$ cat src/rtl/spi_pkg.sv
// Shared types and constants for the SPI responder.
package spi_pkg;

  localparam int SPI_WIDTH = 16;

  typedef enum logic {
    IDLE   = 1'b0,
    ACTIVE = 1'b1
  } spi_state_t;

endpackage

$ cat src/rtl/spi_slave16_if.sv
// SPI pin bundle plus the parallel side of the responder.
// The master modport is the link master / bench; the slave modport is spi_slave16.
interface spi_slave16_if
  import spi_pkg::*;
#(
  parameter int WIDTH = SPI_WIDTH
);
  logic             SS_n;
  logic             SCLK;
  logic             MOSI;
  logic             MISO;
  logic [WIDTH-1:0] tx_data;
  logic [WIDTH-1:0] rx_data;
  logic             rdy;
  logic             clr_rdy;
  logic             frm_err;

  modport master (
    output SS_n, SCLK, MOSI, tx_data, clr_rdy,
    input  MISO, rx_data, rdy, frm_err
  );

  modport slave (
    input  SS_n, SCLK, MOSI, tx_data, clr_rdy,
    output MISO, rx_data, rdy, frm_err
  );
endinterface

$ cat src/rtl/spi_sync_edge.sv
// Synchronizer plus history flop for one asynchronous SPI pin.
// All flops reset to 1 so an idle (high) bus produces no edge out of reset.
module spi_sync_edge #(
  parameter int SYNC_STAGES = 2
) (
  input  logic clk,
  input  logic rst_n,
  input  logic d_i,
  output logic sync_o,
  output logic rise_o,
  output logic fall_o
);

  logic [SYNC_STAGES-1:0] sync_q;
  logic                   hist_q;

  // Metastability chain followed by one history flop for edge detection.
  always_ff @(posedge clk or negedge rst_n) begin
    if (!rst_n) begin
      sync_q <= '1;
      hist_q <= 1'b1;
    end else begin
      sync_q <= {sync_q[SYNC_STAGES-2:0], d_i};
      hist_q <= sync_q[SYNC_STAGES-1];
    end
  end

  assign sync_o = sync_q[SYNC_STAGES-1];
  assign rise_o = sync_o & ~hist_q;
  assign fall_o = ~sync_o & hist_q;

endmodule

$ cat src/rtl/spi_slave16.sv
// SPI mode-3 responder: shifts in a WIDTH-bit command MSB first, shifts out
// tx_data, flags rdy on a complete frame and frm_err on a wrong-length frame.
// Optional macro SPI_SLV_TRISTATE_EN: float MISO while deselected.
module spi_slave16
  import spi_pkg::*;
#(
  parameter int WIDTH       = SPI_WIDTH,
  parameter int SYNC_STAGES = 2
) (
  input  logic          clk,
  input  logic          rst_n,
  spi_slave16_if.slave  bus
);

  localparam int CW = $clog2(WIDTH + 2);

  logic ss_s, ss_rise, ss_fall;
  logic sclk_rise, sclk_fall, sclk_s_unused;
  logic mosi_s, mosi_rise_unused, mosi_fall_unused;

  spi_state_t       state_q, state_d;
  logic [WIDTH-1:0] tx_shft_q, tx_shft_d;
  logic [WIDTH-1:0] rx_shft_q, rx_shft_d;
  logic [WIDTH-1:0] rx_data_q, rx_data_d;
  logic [CW-1:0]    bit_cnt_q, bit_cnt_d;
  logic             first_q, first_d;
  logic             rdy_q, rdy_d;
  logic             frm_err_q, frm_err_d;

  spi_sync_edge #(.SYNC_STAGES(SYNC_STAGES)) u_ss (
    .clk(clk), .rst_n(rst_n), .d_i(bus.SS_n),
    .sync_o(ss_s), .rise_o(ss_rise), .fall_o(ss_fall)
  );

  spi_sync_edge #(.SYNC_STAGES(SYNC_STAGES)) u_sclk (
    .clk(clk), .rst_n(rst_n), .d_i(bus.SCLK),
    .sync_o(sclk_s_unused), .rise_o(sclk_rise), .fall_o(sclk_fall)
  );

  spi_sync_edge #(.SYNC_STAGES(SYNC_STAGES)) u_mosi (
    .clk(clk), .rst_n(rst_n), .d_i(bus.MOSI),
    .sync_o(mosi_s), .rise_o(mosi_rise_unused), .fall_o(mosi_fall_unused)
  );

  // State and datapath registers.
  always_ff @(posedge clk or negedge rst_n) begin
    if (!rst_n) begin
      state_q   <= IDLE;
      tx_shft_q <= '0;
      rx_shft_q <= '0;
      rx_data_q <= '0;
      bit_cnt_q <= '0;
      first_q   <= 1'b0;
      rdy_q     <= 1'b0;
      frm_err_q <= 1'b0;
    end else begin
      state_q   <= state_d;
      tx_shft_q <= tx_shft_d;
      rx_shft_q <= rx_shft_d;
      rx_data_q <= rx_data_d;
      bit_cnt_q <= bit_cnt_d;
      first_q   <= first_d;
      rdy_q     <= rdy_d;
      frm_err_q <= frm_err_d;
    end
  end

  // Frame FSM: load on select, shift on SCLK edges, judge length on deselect.
  // The frame-complete set of rdy is assigned after the clear so it wins.
  always_comb begin
    state_d   = state_q;
    tx_shft_d = tx_shft_q;
    rx_shft_d = rx_shft_q;
    rx_data_d = rx_data_q;
    bit_cnt_d = bit_cnt_q;
    first_d   = first_q;
    rdy_d     = rdy_q & ~bus.clr_rdy;
    frm_err_d = 1'b0;
    case (state_q)
      IDLE: begin
        if (ss_fall) begin
          state_d   = ACTIVE;
          tx_shft_d = bus.tx_data;
          rx_shft_d = '0;
          bit_cnt_d = '0;
          first_d   = 1'b1;
        end
      end
      ACTIVE: begin
        if (ss_rise) begin
          state_d = IDLE;
          if (bit_cnt_q == CW'(WIDTH)) begin
            rx_data_d = rx_shft_q;
            rdy_d     = 1'b1;
          end else begin
            frm_err_d = 1'b1;
          end
        end else begin
          if (sclk_rise) begin
            rx_shft_d = {rx_shft_q[WIDTH-2:0], mosi_s};
            if (bit_cnt_q != CW'(WIDTH + 1)) bit_cnt_d = bit_cnt_q + 1'b1;
          end
          if (sclk_fall) begin
            // The first falling edge only opens the frame; the MSB is already out.
            if (first_q) first_d   = 1'b0;
            else         tx_shft_d = {tx_shft_q[WIDTH-2:0], 1'b0};
          end
        end
      end
      default: state_d = IDLE;
    endcase
  end

`ifdef SPI_SLV_TRISTATE_EN
  assign bus.MISO = ss_s ? 1'bz : tx_shft_q[WIDTH-1];
`else
  assign bus.MISO = ss_s ? 1'b1 : tx_shft_q[WIDTH-1];
`endif

  assign bus.rx_data = rx_data_q;
  assign bus.rdy     = rdy_q;
  assign bus.frm_err = frm_err_q;

endmodule

$ cat src/flat_wrapper.sv
// flat-port wrapper written by rule: the top's interface ports become plain ports
module spi_slave16_flat import spi_pkg::*;
#(
  parameter int WIDTH       = SPI_WIDTH,
  parameter int SYNC_STAGES = 2
)
  (clk, rst_n, bus_SS_n, bus_SCLK, bus_MOSI, bus_tx_data, bus_clr_rdy, bus_MISO, bus_rx_data, bus_rdy, bus_frm_err);
  spi_slave16_if #(.WIDTH(WIDTH)) bus_i ();
  input  logic clk;
  input  logic rst_n;
  input wire logic [$bits(bus_i.SS_n)-1:0] bus_SS_n;
  input wire logic [$bits(bus_i.SCLK)-1:0] bus_SCLK;
  input wire logic [$bits(bus_i.MOSI)-1:0] bus_MOSI;
  input wire logic [$bits(bus_i.tx_data)-1:0] bus_tx_data;
  input wire logic [$bits(bus_i.clr_rdy)-1:0] bus_clr_rdy;
  output wire logic [$bits(bus_i.MISO)-1:0] bus_MISO;
  output wire logic [$bits(bus_i.rx_data)-1:0] bus_rx_data;
  output wire logic [$bits(bus_i.rdy)-1:0] bus_rdy;
  output wire logic [$bits(bus_i.frm_err)-1:0] bus_frm_err;
  assign bus_i.SS_n = bus_SS_n;
  assign bus_i.SCLK = bus_SCLK;
  assign bus_i.MOSI = bus_MOSI;
  assign bus_i.tx_data = bus_tx_data;
  assign bus_i.clr_rdy = bus_clr_rdy;
  assign bus_MISO = bus_i.MISO;
  assign bus_rx_data = bus_i.rx_data;
  assign bus_rdy = bus_i.rdy;
  assign bus_frm_err = bus_i.frm_err;
  spi_slave16 #(.WIDTH(WIDTH), .SYNC_STAGES(SYNC_STAGES)) u_core (.clk(clk), .rst_n(rst_n), .bus(bus_i));
endmodule
$ cat config.mk
export PLATFORM = sky130hd
export DESIGN_NAME = spi_slave16_flat
export DESIGN_NICKNAME = d
export VERILOG_FILES = /design/src/rtl/spi_pkg.sv /design/src/rtl/spi_slave16_if.sv /design/src/rtl/spi_sync_edge.sv /design/src/rtl/spi_slave16.sv /design/src/flat_wrapper.sv
export SDC_FILE = /design/constraint.sdc
export NUM_CORES = 1
export LEC_CHECK = 0
export ABC_AREA = 0
export BUFFER_PORTS_ARGS = -buffer_cell sky130_fd_sc_hd__buf_2
export CAP_MARGIN = 20
export CORE_MARGIN = 2
export CORE_UTILIZATION = 54
export DETAILED_ROUTE_END_ITERATION = 10
export GPL_TIMING_DRIVEN = 0
export PLACE_DENSITY_LB_ADDON = 0.12
export SLEW_MARGIN = 25
export SYNTH_ARGS = -nofsm -noshare
export SYNTH_HDL_FRONTEND = slang
export SYNTH_SLANG_ARGS = --single-unit
$ cat constraint.sdc
create_clock -name clk -period 2.4 [get_ports clk]
set_input_delay 0.12 -clock clk [delete_from_list [all_inputs] [get_ports clk]]
set_output_delay 0.12 -clock clk [all_outputs]
set_load 0.05 [all_outputs]
==> results.md <==
* Post-route ant nets at 0
* Cts repair resizes at 0
* Die height at 74.8 um
* Count of unique library cells instantiated by Yosys at 35
* Post-synthesis xor/xnor area fraction at 0
* Final Non-Filler Cells at 362
* Vias at 1860
* Synth Area in Simple Gates at 0.130
* Worst Hold Depth at 2
* Max-slew violations at 0
* Die area at 5600 um2
* Sequential-to-total area share from yosys stat at 0.604
* CP max-delay cell: dfstp_2
* Crit path DAT at 1.88 ns
* Reg2Reg Depth at 4
* HP Start: bus_tx_data[0]
* Area growth syn-to-layout at 20.1%
* Hold Path Sink: u_core.tx_shft_q[0]
* Final HPWL DP at 3.39 mm
* H-tree depth at 3
* IO Count at 41
* Layout cell share with drive strength beyond 1 at 0.319
* # rows at 25
* Worst R2R Start: u_core.u_ss.sync_q[1]
* DR vias/cell at 5.14
* Worst stage delay on the critical path at 0.60 ns
* Synth Instances at 233
* Post-synthesis mux area share at 0.126
* Synth Area in Adders at 0.0139
* Status: finished, final reports clean
* Top_reg_cell synth: dfrtp_1
* Tcrit/Tclk final at 0.706
* CTS Buffer Depth at 2
* Dpl cells at 341
* Synth area leader: dfrtp_1
* R2r setup slk at 0.71 ns
* Gr ovfl total at 0
* Switching Fraction at 0.255
* Max-Cap Viols at 0
* P_leak at 1.60 nW
* Vias in the first global route at 1787
* Clock slew at reported path FFs at 0.07 ns
* Flop pwr share at 0.515
* CORE AREA at 4790 um2
* Initial core utilization at 0.566
* Core Util, Final at 0.680
* Routability Congestion at 0.735
* Num Clock Sinks at 65
* CP required at 2.59 ns
* Worst slew margin at 0.672
* Psw at 632 uW
* Drt first pass iters at 4
* Wire per inst at 13.4 um
* Drt drc at 0
* Post-synth EDFFs at 0
* Post-synth top area share at 0.526
* Setup TNS at 0 ns
* CP cell instances: nand2b_1 > a41oi_4 > clkbuf_2 > o21ai_0
* CP Launch Type: flip-flop
* Fin. Hold Viols at 0
* IO buf count at 40
* Largest net degree at the start of global routing at 44
* VDD IR-drop max at 572 uV
* Clk pwr share at 0.358
* FMAX at 591 MHz
* Post-synthesis register bit count at 65
* First-pass GRT wire length at 8.34 mm
* Int Pwr at 1.85 mW
* Asr flop ratio synth at 1.00
* R2R Path End: u_core.rx_shft_q[2]
* Fin Clk Skew at 0.00907 ns
* Mapped Area at 2710 um2
* Hold-fix buffers, CTS at 5
* Final wirelength at 4.85 mm
* Cell Pwr Density at 763 nW/um2
* Total CTS buffers at 9
* Min Tclk post-route at 1.69 ns
* Comb pwr share at 0.127
* Compound-cell area share of the yosys netlist at 0.0905
* Total power at 2.48 mW
* Total track usage at 0.203
* Top cells by area, synth: dfrtp_1 (53%), dfstp_2 (7.8%), mux2_2 (7.1%)
* Root buffer cell: clkbuf_8
* Yosys warns at 0
* Mapped Avg Cell Area at 11.6 um2
* Chip width at 74.8 um
* Worst-Skew Late Latency at 0.33 ns
* Worst-Margin Slew at 0.492 ns
* Initial antenna violation count at 0
* RSZ-0062 raised after global routing: false
* CP Class: flip-flop to flip-flop
* CTS tree: built
* Worst Path Max Fanout at 10
* Drt initial violations at 123
* Syn Nets at 258
* Post-CTS Setup Inserts at 0
* Nets at 315
* CP endpoint kind: flip-flop
* Final setup viols at 0
* Antenna cells at 0
* Largest family of logic cells by synthesized area: simple AND/OR/NAND/NOR gates
* Min-delay worst type: input port to flip-flop
* Fillers at 368
==> worst max-delay path by stage <==
stage | startpoint | to | slack (ns) | cells past startpoint
6_report | u_core.u_ss.sync_q[1] | u_core.rx_shft_q[2] | 0.71 | 4
5_1_grt | u_core.u_ss.sync_q[1] | u_core.rx_shft_q[2] | 0.59 | 4
4_1_cts | u_core.u_ss.sync_q[1] | u_core.rx_shft_q[2] | 0.68 | 4
3_5_place_dp | u_core.bit_cnt_q[0] | u_core.bus.rx_data[0] | 0.73 | 6
3_3_place_gp | u_core.u_ss.hist_q | u_core.bit_cnt_q[0] | 0.74 | 4
2_1_floorplan | u_core.u_ss.hist_q | u_core.bit_cnt_q[0] | 0.87 | 4
==> cell usage after synthesis, types with 3 or more instances <==
library cell and number:
dfstp_2 8, o21ai_0 36, inv_1 5, nand3_1 4, dfrtp_1 57, ha_1 3, nand2_1 49, nor2_1 5
buf_2 4, buf_4 3, mux2i_1 15, mux2_2 17
==> routing by layer <==
metal | vias up | GRT usage | part of all wire
met5 | - | 0 | 0
met4 | 0 | 0.0595 | 0.011
met3 | 6 | 0.0763 | 0.054
met2 | 42 | 0.303 | 0.47
met1 | 906 | 0.280 | 0.47
li1 | 906 | - | -
==> through the flow <==
stage               setup WS (ns)  hold slack, ns  area (um2)
finish                      0.707          0.0446        3260
global route                0.592          0.0528        3260
detailed placement          0.725          0.0276        3020
global placement            0.738           0.225        2990
CTS                         0.680          0.0346        3260
floorplan                   0.871          -0.176        2710
==> registers in the layout (all words and copies together) (netlist names) <==
signal and count:
u_core.bit_cnt_q 5, u_core.first_q 1, u_core.u_ss.sync_q 2, u_core.u_sclk.sync_q 2
u_core.bus.rdy 1, u_core.bus.frm_err 1, u_core.state_q 1, u_core.tx_shft_q 16
u_core.bus.rx_data 16, u_core.rx_shft_q 16, u_core.u_ss.hist_q 1, u_core.u_mosi.sync_q 2
u_core.u_sclk.hist_q 1
==> power groups by stage <==
| stage | combinational (mW) | clock, mW | sequential, mW |
|---|---|---|---|
| floorplan | 0.215 | 0 | 1.28 |
| global placement | 0.298 | 0 | 1.29 |
| detailed placement | 0.314 | 0 | 1.30 |
| CTS | 0.322 | 0.907 | 1.28 |
| global route | 0.364 | 0.962 | 1.29 |
| finish | 0.316 | 0.888 | 1.28 |
==> cell usage in the layout, fill, tap and decap left out, types with 2 or more instances in the layout <==
cell and n:
and3_1 2, buf_2 43, buf_4 4, buf_6 2, clkbuf_1 4, clkbuf_2 2, clkbuf_8 10, clkinv_2 2
dfrtp_1 57, dfstp_2 8, dlygate4sd3_1 5, ha_1 3, inv_1 5, mux2_2 17, mux2i_1 15, nand2_1 49
nand3_1 4, nor2_1 5, o21ai_0 36, or3_1 2
==> critical path: cells and delay by family (launching register included) <==
family | cells | cell delay (ns)
AO/OA/AOI/OAI | 2 | 0.52
buffers and inverters | 1 | 0.27
flip-flops | 1 | 0.60
AND/OR/NAND/NOR | 1 | 0.16
==> logic make-up after synthesis <==
family | count (synthesis)
and+or+nand+nor | 74
DFF | 65
AOI/OAI and AO/OA | 42
muxes | 32
buffers and inverters | 17
adders and majority gates | 3
==> cell type report <==
cell class	count	area, um2	share of cell area
plain buffers	12	78.8	0.0242
clock buffers	13	149	0.0457
clock inverters	3	40.0	0.0123
inverters	5	18.8	0.00576
multi-input cells	151	976	0.300
flip-flops and latches	65	1640	0.503
well taps	67	83.8	0.0257
repair buffers	46	273	0.0838
Power figures use the tool's default switching activity.
